[src/rtl/i2c_bit_engine.sv]
// i2c_bit_engine: byte-level I2C master engine.
// Consumes a quarter-bit tick from the baud generator and drives open-drain
// SCL/SDA enables (1 = pull low). Commands START/WRITE/READ/STOP arrive on a
// valid/ready handshake; each completes with a one-clk done pulse.
//
// Ports:
//   clk, reset_n          clock, asynchronous active-low reset
//   iTick                 quarter-bit advance pulse
//   cmd_valid/cmd_ready   command handshake; cmd 00 START 01 WRITE 10 READ 11 STOP
//   wr_data, master_nack  WRITE byte / READ ack choice, captured at accept
//   rd_data, ack_rx       last READ byte / last WRITE slave ACK (1 = ACK)
//   done, err             completion pulse / WRITE or READ issued with bus free
//   bus_held              1 between a completed START and a completed STOP
//   scl_oe, sda_oe        open-drain pull-low enables
//   sda_in                synchronised SDA pin level
module i2c_bit_engine (
   input  logic       clk,
   input  logic       reset_n,
   input  logic       iTick,
   input  logic       cmd_valid,
   output logic       cmd_ready,
   input  logic [1:0] cmd,
   input  logic [7:0] wr_data,
   input  logic       master_nack,
   output logic [7:0] rd_data,
   output logic       ack_rx,
   output logic       done,
   output logic       err,
   output logic       bus_held,
   output logic       scl_oe,
   output logic       sda_oe,
   input  logic       sda_in
);

   localparam logic [1:0] CmdStart = 2'b00;
   localparam logic [1:0] CmdWrite = 2'b01;
   localparam logic [1:0] CmdRead  = 2'b10;
   localparam logic [1:0] CmdStop  = 2'b11;

   typedef enum logic [2:0] {StIdle, StHeld, StStart, StData, StAck, StStop} state_e;

   state_e     state_q, state_d;
   logic [1:0] qtr_q, qtr_d;
   logic [2:0] bit_q, bit_d;
   logic [7:0] shift_q, shift_d;
   logic [1:0] cmd_q, cmd_d;
   logic       nack_q, nack_d;
   logic       scl_q, scl_d;
   logic       sda_q, sda_d;
   logic [7:0] rd_data_q, rd_data_d;
   logic       ack_q, ack_d;
   logic       done_q, done_d;
   logic       err_q, err_d;
   logic       held_q, held_d;

   always_ff @(posedge clk or negedge reset_n) begin
      if (!reset_n) begin
         state_q   <= StIdle;
         qtr_q     <= 2'd0;
         bit_q     <= 3'd0;
         shift_q   <= 8'h00;
         cmd_q     <= CmdStart;
         nack_q    <= 1'b0;
         scl_q     <= 1'b0;
         sda_q     <= 1'b0;
         rd_data_q <= 8'h00;
         ack_q     <= 1'b0;
         done_q    <= 1'b0;
         err_q     <= 1'b0;
         held_q    <= 1'b0;
      end else begin
         state_q   <= state_d;
         qtr_q     <= qtr_d;
         bit_q     <= bit_d;
         shift_q   <= shift_d;
         cmd_q     <= cmd_d;
         nack_q    <= nack_d;
         scl_q     <= scl_d;
         sda_q     <= sda_d;
         rd_data_q <= rd_data_d;
         ack_q     <= ack_d;
         done_q    <= done_d;
         err_q     <= err_d;
         held_q    <= held_d;
      end
   end

   always_comb begin
      state_d   = state_q;
      qtr_d     = qtr_q;
      bit_d     = bit_q;
      shift_d   = shift_q;
      cmd_d     = cmd_q;
      nack_d    = nack_q;
      scl_d     = scl_q;
      sda_d     = sda_q;
      rd_data_d = rd_data_q;
      ack_d     = ack_q;
      held_d    = held_q;
      done_d    = 1'b0;
      err_d     = 1'b0;

      case (state_q)
         StIdle, StHeld: begin
            if (cmd_valid) begin
               cmd_d   = cmd;
               shift_d = wr_data;
               nack_d  = master_nack;
               qtr_d   = 2'd0;
               bit_d   = 3'd0;
               if (cmd == CmdStart) begin
                  state_d = StStart;
               end else if (state_q == StHeld && cmd != CmdStop) begin
                  state_d = StData;
               end else begin
                  // STOP, or WRITE/READ with the bus free: StStop completes it
                  // without touching the bus when held_q is clear.
                  state_d = StStop;
               end
            end
         end

         StStart: begin
            if (iTick) begin
               qtr_d = qtr_q + 2'd1;
               unique case (qtr_q)
                  2'd0: sda_d = 1'b0;
                  2'd1: scl_d = 1'b0;
                  2'd2: sda_d = 1'b1;   // SDA falls with SCL released
                  2'd3: begin
                     scl_d   = 1'b1;
                     held_d  = 1'b1;
                     done_d  = 1'b1;
                     state_d = StHeld;
                  end
               endcase
            end
         end

         StData: begin
            if (iTick) begin
               qtr_d = qtr_q + 2'd1;
               unique case (qtr_q)
                  2'd0: begin
                     scl_d = 1'b1;
                     sda_d = (cmd_q == CmdWrite) ? ~shift_q[7] : 1'b0;
                  end
                  2'd1: scl_d = 1'b0;
                  2'd2: begin
                     if (cmd_q == CmdRead) shift_d = {shift_q[6:0], sda_in};
                  end
                  2'd3: begin
                     scl_d = 1'b1;
                     if (cmd_q == CmdWrite) shift_d = {shift_q[6:0], 1'b0};
                     bit_d = bit_q + 3'd1;
                     if (bit_q == 3'd7) state_d = StAck;
                  end
               endcase
            end
         end

         StAck: begin
            if (iTick) begin
               qtr_d = qtr_q + 2'd1;
               unique case (qtr_q)
                  2'd0: begin
                     scl_d = 1'b1;
                     sda_d = (cmd_q == CmdWrite) ? 1'b0 : ~nack_q;
                  end
                  2'd1: scl_d = 1'b0;
                  2'd2: begin
                     if (cmd_q == CmdWrite) ack_d = ~sda_in;
                  end
                  2'd3: begin
                     scl_d   = 1'b1;
                     done_d  = 1'b1;
                     state_d = StHeld;
                     if (cmd_q == CmdRead) rd_data_d = shift_q;
                  end
               endcase
            end
         end

         StStop: begin
            if (iTick) begin
               if (!held_q) begin
                  state_d = StIdle;
                  done_d  = 1'b1;
                  err_d   = (cmd_q != CmdStop);
               end else begin
                  qtr_d = qtr_q + 2'd1;
                  unique case (qtr_q)
                     2'd0: begin
                        scl_d = 1'b1;
                        sda_d = 1'b1;
                     end
                     2'd1: scl_d = 1'b0;
                     2'd2: sda_d = 1'b0;   // SDA rises with SCL released
                     2'd3: begin
                        held_d  = 1'b0;
                        done_d  = 1'b1;
                        state_d = StIdle;
                     end
                  endcase
               end
            end
         end

         default: state_d = StIdle;
      endcase
   end

   assign cmd_ready = (state_q == StIdle) || (state_q == StHeld);
   assign rd_data   = rd_data_q;
   assign ack_rx    = ack_q;
   assign done      = done_q;
   assign err       = err_q;
   assign bus_held  = held_q;
   assign scl_oe    = scl_q;
   assign sda_oe    = sda_q;

endmodule

[config.mk]
export PLATFORM = sky130hd
export DESIGN_NAME = i2c_bit_engine
export DESIGN_NICKNAME = d
export VERILOG_FILES = /design/src/rtl/i2c_bit_engine.sv
export SDC_FILE = /design/constraint.sdc
export NUM_CORES = 1
export LEC_CHECK = 0
export BUFFER_PORTS_ARGS = -buffer_cell sky130_fd_sc_hd__buf_2
export CELL_PAD_IN_SITES_DETAIL_PLACEMENT = 0
export CELL_PAD_IN_SITES_GLOBAL_PLACEMENT = 1
export CORE_ASPECT_RATIO = 0.9
export CORE_MARGIN = 2
export CORE_UTILIZATION = 46
export DETAILED_ROUTE_END_ITERATION = 6
export GPL_TIMING_DRIVEN = 0
export PLACE_DENSITY_LB_ADDON = 0.08
export SLEW_MARGIN = 10
export SYNTH_ARGS = -nofsm -noshare
export SYNTH_HDL_FRONTEND = slang
export SYNTH_SLANG_ARGS = --single-unit
export TNS_END_PERCENT = 50
[constraint.sdc]
create_clock -name clk -period 5.1 [get_ports clk]
set_input_delay 0.255 -clock clk [delete_from_list [all_inputs] [get_ports clk]]
set_output_delay 0.255 -clock clk [all_outputs]
set_load 0.05 [all_outputs]
* After elaboration in Yosys (flattened, before gate mapping)
Index checks and enable logic that the tools add are counted.
Cells by class: add/subtract/negate cells 2, multiply operators 0, div/mod/pow operators 0, magnitude comparators 0, equality and inequality tests 37, shift-type cells 0, multiplexer cells 61, bitwise logic cells 3, reduce and logical (&&, ||, !) cells 25
Operators by type and width (number):
- 3-bit two-way mux | 14
- 8-bit two-way mux | 4
- 8-bit one-hot mux with 2 select lines | 2
- 2-bit inequality test, second input constant | 13
- 1-bit two-way mux | 25
- 3-bit inequality test, second input constant | 6
- 4-bit AND reduction | 4
- 8-bit AND reduction | 2
- 1-bit one-hot mux with 2 select lines | 7
- 3-bit one-hot mux with 4 select lines | 1
- 10-bit AND reduction | 1
- 3-bit == test, second input constant | 3
- 3-bit by 1-bit inequality test with 1-bit output, second input constant | 3
- 2-bit two-way mux | 4
- 2-bit by 1-bit inequality test with 1-bit output, second input constant | 4
- 2-bit OR reduction | 4
- 2-bit == test, second input constant | 3
- 3-bit by 2-bit == test with 1-bit output, second input constant | 2
- 2-bit one-hot mux with 3 select lines | 1
- 3-bit one-hot mux with 2 select lines | 1
- 6-bit AND reduction | 1
- 3-bit nonzero test | 2
- 5-bit AND reduction | 1
- 2-bit by 1-bit == test with 1-bit output, second input constant | 2
- other kinds (14) | 18
Word-level totals: register bits 33, latch bits 0, RAM bits 0, bits in read-only memories 0, bits of input ports 16, output and inout port bits 15, logic and storage cells 141, memories 0

* Logic depth before layout (Yosys ltp)
depth after elaboration 6, mapped depth 8, gate-level depth less buffers 7

* Least setup slack after synthesis
OpenSTA, ideal clock, no wires.
kind register to register, from reg state_q[1], to reg cmd_q[0], library setup time 0.125 ns, arrival time 1.819 ns, data required time 4.975 ns, slack 3.157 ns, stages on the path, launching flop included 5, buffers on the path 1, period minus slack after synthesis 1.943 ns, cell sequence dfrtp_1 > buf_2 > nor2_1 > nand2_1 > mux2_2
On the way: word-level cells in the longest chain between the ends 3, elaborated cells between the ends (all ways) 4, classes of those cells eq/ne (1); reduce/logical (3)
Ends and longest elaborated chain:
- start, declared | RTL line 42 | state_e state_q, state_d;
- start signal, assigned | RTL line 58 | state_q <= StIdle;
- start signal, assigned | RTL line 72 | state_q <= state_d;
- 3-bit by 1-bit == test with 1-bit output or 3-bit logical NOT (tied branches) | RTL line 103 | case (state_q)
- 2-bit OR reduction (*) | RTL line 103
- 2-bit AND reduction (no source line) (*)
- end signal, assigned | RTL line 62 | cmd_q <= CmdStart;
- end signal, assigned | RTL line 76 | cmd_q <= cmd_d;
- end, declared | RTL line 46 | logic [1:0] cmd_q, cmd_d;
Mark *: on every way between the ends. The rest lies on a longest branch, timed or not. A chain may end at the register's enable or synchronous reset.

* Worst setup path after layout
from reg qtr_q[0], to reg shift_q[3]
On the way: word-level cells in the longest chain between the ends 4, elaborated cells between the ends (all ways) 9, classes of those cells eq/ne (5); mux (3); reduce/logical (1)
Ends and longest elaborated chain:
- start, declared | RTL line 43 | logic [1:0] qtr_q, qtr_d;
- start signal, assigned | RTL line 73 | qtr_q <= qtr_d;
- 2-bit == test | RTL line 143 | unique case (qtr_q)
- 8-bit one-hot mux with 2 select lines | RTL line 143
- 8-bit two-way mux | RTL line 141 | if (iTick) begin
- 8-bit one-hot mux with 2 select lines | RTL line 103
- end signal, assigned | RTL line 75 | shift_q <= shift_d;
- end, declared | RTL line 45 | logic [7:0] shift_q, shift_d;
Parallel ways exist; a longest one is shown, timed or not. The select of a mux whose other input is x is not followed.

==> results_dict.tcl <==
set metrics [dict create \
    post-route-drc-count 0 \
    syn-cell-area_um2 1840 \
    synth_seq_area_share 0.450 \
    cts_setup_buffers 0 \
    synth_edf_count 0 \
    cp_num_buf_inv 2 \
    critPathMaxStageDelay_ns 0.42 \
    power_density_nw_per_um2 548 \
    min_period_ns 2.03 \
    yosysTopAreaCell "dfrtp_1" \
    clk-insertion-delay-late_ns 0.28 \
    pin_count 31 \
    path_max_fanout 7 \
    power_mw 1.17 \
    cts_buffers 5 \
    drt_iter0_drc 59 \
    port_buffers 29 \
    final_cell_mix "34 x buf_2, 33 x dfrtp_1, 15 x nand2_1" \
    grt_pass1_wl_um 7150 \
    syn_nets 203 \
    setup_viol 0 \
    path_clk_slew_ns 0.07 \
    clock_sinks 33 \
    p_leak_nw 1.02 \
    die_area_um2 4510 \
    relSlewSlack 0.524 \
    period_share 0.399 \
    synth_cell_type_count 42 \
    cap_violations 0 \
    die_h_um 63.9 \
    critPathLaunchType "register" \
    cp_slowest_cell "dfrtp_1" \
    synth_warnings 0 \
    area_growth_pct 16.6 \
    detail_route.first_pass.iterations 4 \
    ys.flop_type "dfrtp_1" \
    drive_gt1_frac 0.289 \
    synth_top_area_frac 0.450 \
    hold_path.class "primary input to asynchronous set/reset pin" \
    syn_inst 181 \
    cp_top_family "compound AO/OA/AOI/OAI gates" \
    grt_overflow 0 \
    cp_data_required_time_ns 5.31 \
    fmax_mhz 492 \
    clk_path_buf_depth 2 \
    coreArea_um2 3780 \
    synth_area_leaders "dfrtp_1 45%, mux2_4 6.5%, ha_1 4.1%" \
    cp.arrival_ns 2.24 \
    antenna_cells 0 \
    slew_violations 0 \
    row_count 21 \
    final_hold_viol_count 0 \
    die_x_um 70.6 \
    wl_per_cell_um 15.8 \
    start_util 0.485 \
    viasPerCell 5.67 \
    ys_ff_latch 33 \
    rsz0062_at_grt "no" \
    place.gp.congestion 0.899 \
    worst_pin_slew_ns 0.714 \
    cts_resized 0 \
    critPathKind "register to register" \
    root_buffer "clkbuf_8" \
    dp_hpwl_um 3080 \
    grt_max_degree 34 \
    h-tree-depth 2 \
    status "finished, final reports clean" \
    ir_drop_v 0.000266 \
    vias 1498 \
    nets 239 \
    routed_wl_um 4170 \
    synthArstFlopShare 1.00 \
    tns_ns 0 \
    layout_commonest_cell "buf_2" \
    grt_antenna_before_repair 0 \
    holdBufCountCts 0 \
    grt_pass1_vias 1496 \
    crit_chain "inv_1 > ha_1 > nor4bb_1 > a31oi_1 > nand2b_1 > clkbuf_1 > o22ai_1 > a21oi_1" \
    antenna_left 0 \
    grt_usage 0.200 \
    cts_tree "done" \
    syn_avg_cell_area_um2 10.1 \
    cp-end-kind "register" \
    finClkSkew_ns 0.00462 \
]
## cells by family (layout without fill, tap and decap cells)
logic type / after synthesis / count (layout) / share of synthesized area
and+or+nand+nor: 55 / 55 / 0.157
AOI/OAI and AO/OA: 54 / 54 / 0.195
DFF: 33 / 33 / 0.450
buffers and inverters: 17 / 54 / 0.0423
muxes: 16 / 16 / 0.115
adders and majority gates: 6 / 6 / 0.0409
## cell type report
type | count | area [um^2]
buffer | 10 | 51.3
clock buffer | 7 | 96.3
sequential | 33 | 826
fill | 363 | 1640
inverter | 7 | 26.3
timing repair buffer | 29 | 145
tap | 46 | 57.6
multi-input combinational | 131 | 932
clock inverter | 1 | 5.00
## state kept, by name (all words and copies together), names as in the netlist, 2 cells and up
register,flops
bit_q,3
cmd_q,2
qtr_q,2
rd_data,8
shift_q,8
state_q,3
## worst paths after layout
path / startpoint / to / slack [ns] / depth (start not counted)
max: qtr_q[0] / shift_q[3] / 3.07 / 8
min: reset_n / done / 0.02 / 1
max reg2reg: qtr_q[0] / shift_q[3] / 3.07 / 8
min reg2reg: scl_oe / scl_oe / 0.48 / 1
max in group asynchronous: reset_n / bus_held / 4.62 / 1
min in group clk: sda_in / ack_rx / 0.20 / 2
## synth_stat cells (4+ instances only)
| master | number |
|---|---|
| a21oi_1 | 12 |
| a22o_1 | 4 |
| buf_2 | 5 |
| dfrtp_1 | 33 |
| ha_1 | 6 |
| inv_1 | 6 |
| mux2_2 | 5 |
| mux2_4 | 8 |
| nand2_1 | 15 |
| nand2b_1 | 7 |
| nor2_1 | 13 |
| nor3_1 | 4 |
| o21ai_0 | 11 |
| o22ai_1 | 9 |
## report_power, final
group          internal (mW)  leakage, nW  switching, mW
registers              0.338        0.417         0.0671
clock network          0.122       0.0542         0.0915
logic                  0.209        0.552          0.345
total                  0.668         1.02          0.503
## stage by stage
step / cells / utilization / hold WS (ns) / setup WS, ns / instance area, um^2
finish: 264 / 0.565 / 0.0210 / 3.07 / 2140
global route: 264 / 0.565 / 0.0899 / 2.85 / 2140
CTS: 264 / 0.565 / 0.0566 / 3.06 / 2140
detailed placement: 256 / 0.539 / 0.363 / 3.11 / 2040
global placement: 256 / 0.539 / 0.351 / 3.13 / 2040
floorplan: 181 / - / -0.0406 / 3.16 / 1840
## per-layer routing
metal / part of all wire / GRT usage
met1: 0.48 / 0.271
met2: 0.46 / 0.309
met3: 0.051 / 0.0536
met4: 0.0091 / 0.0708
met5: 0 / 0
Note: power is estimated with default switching activity, not from simulation.
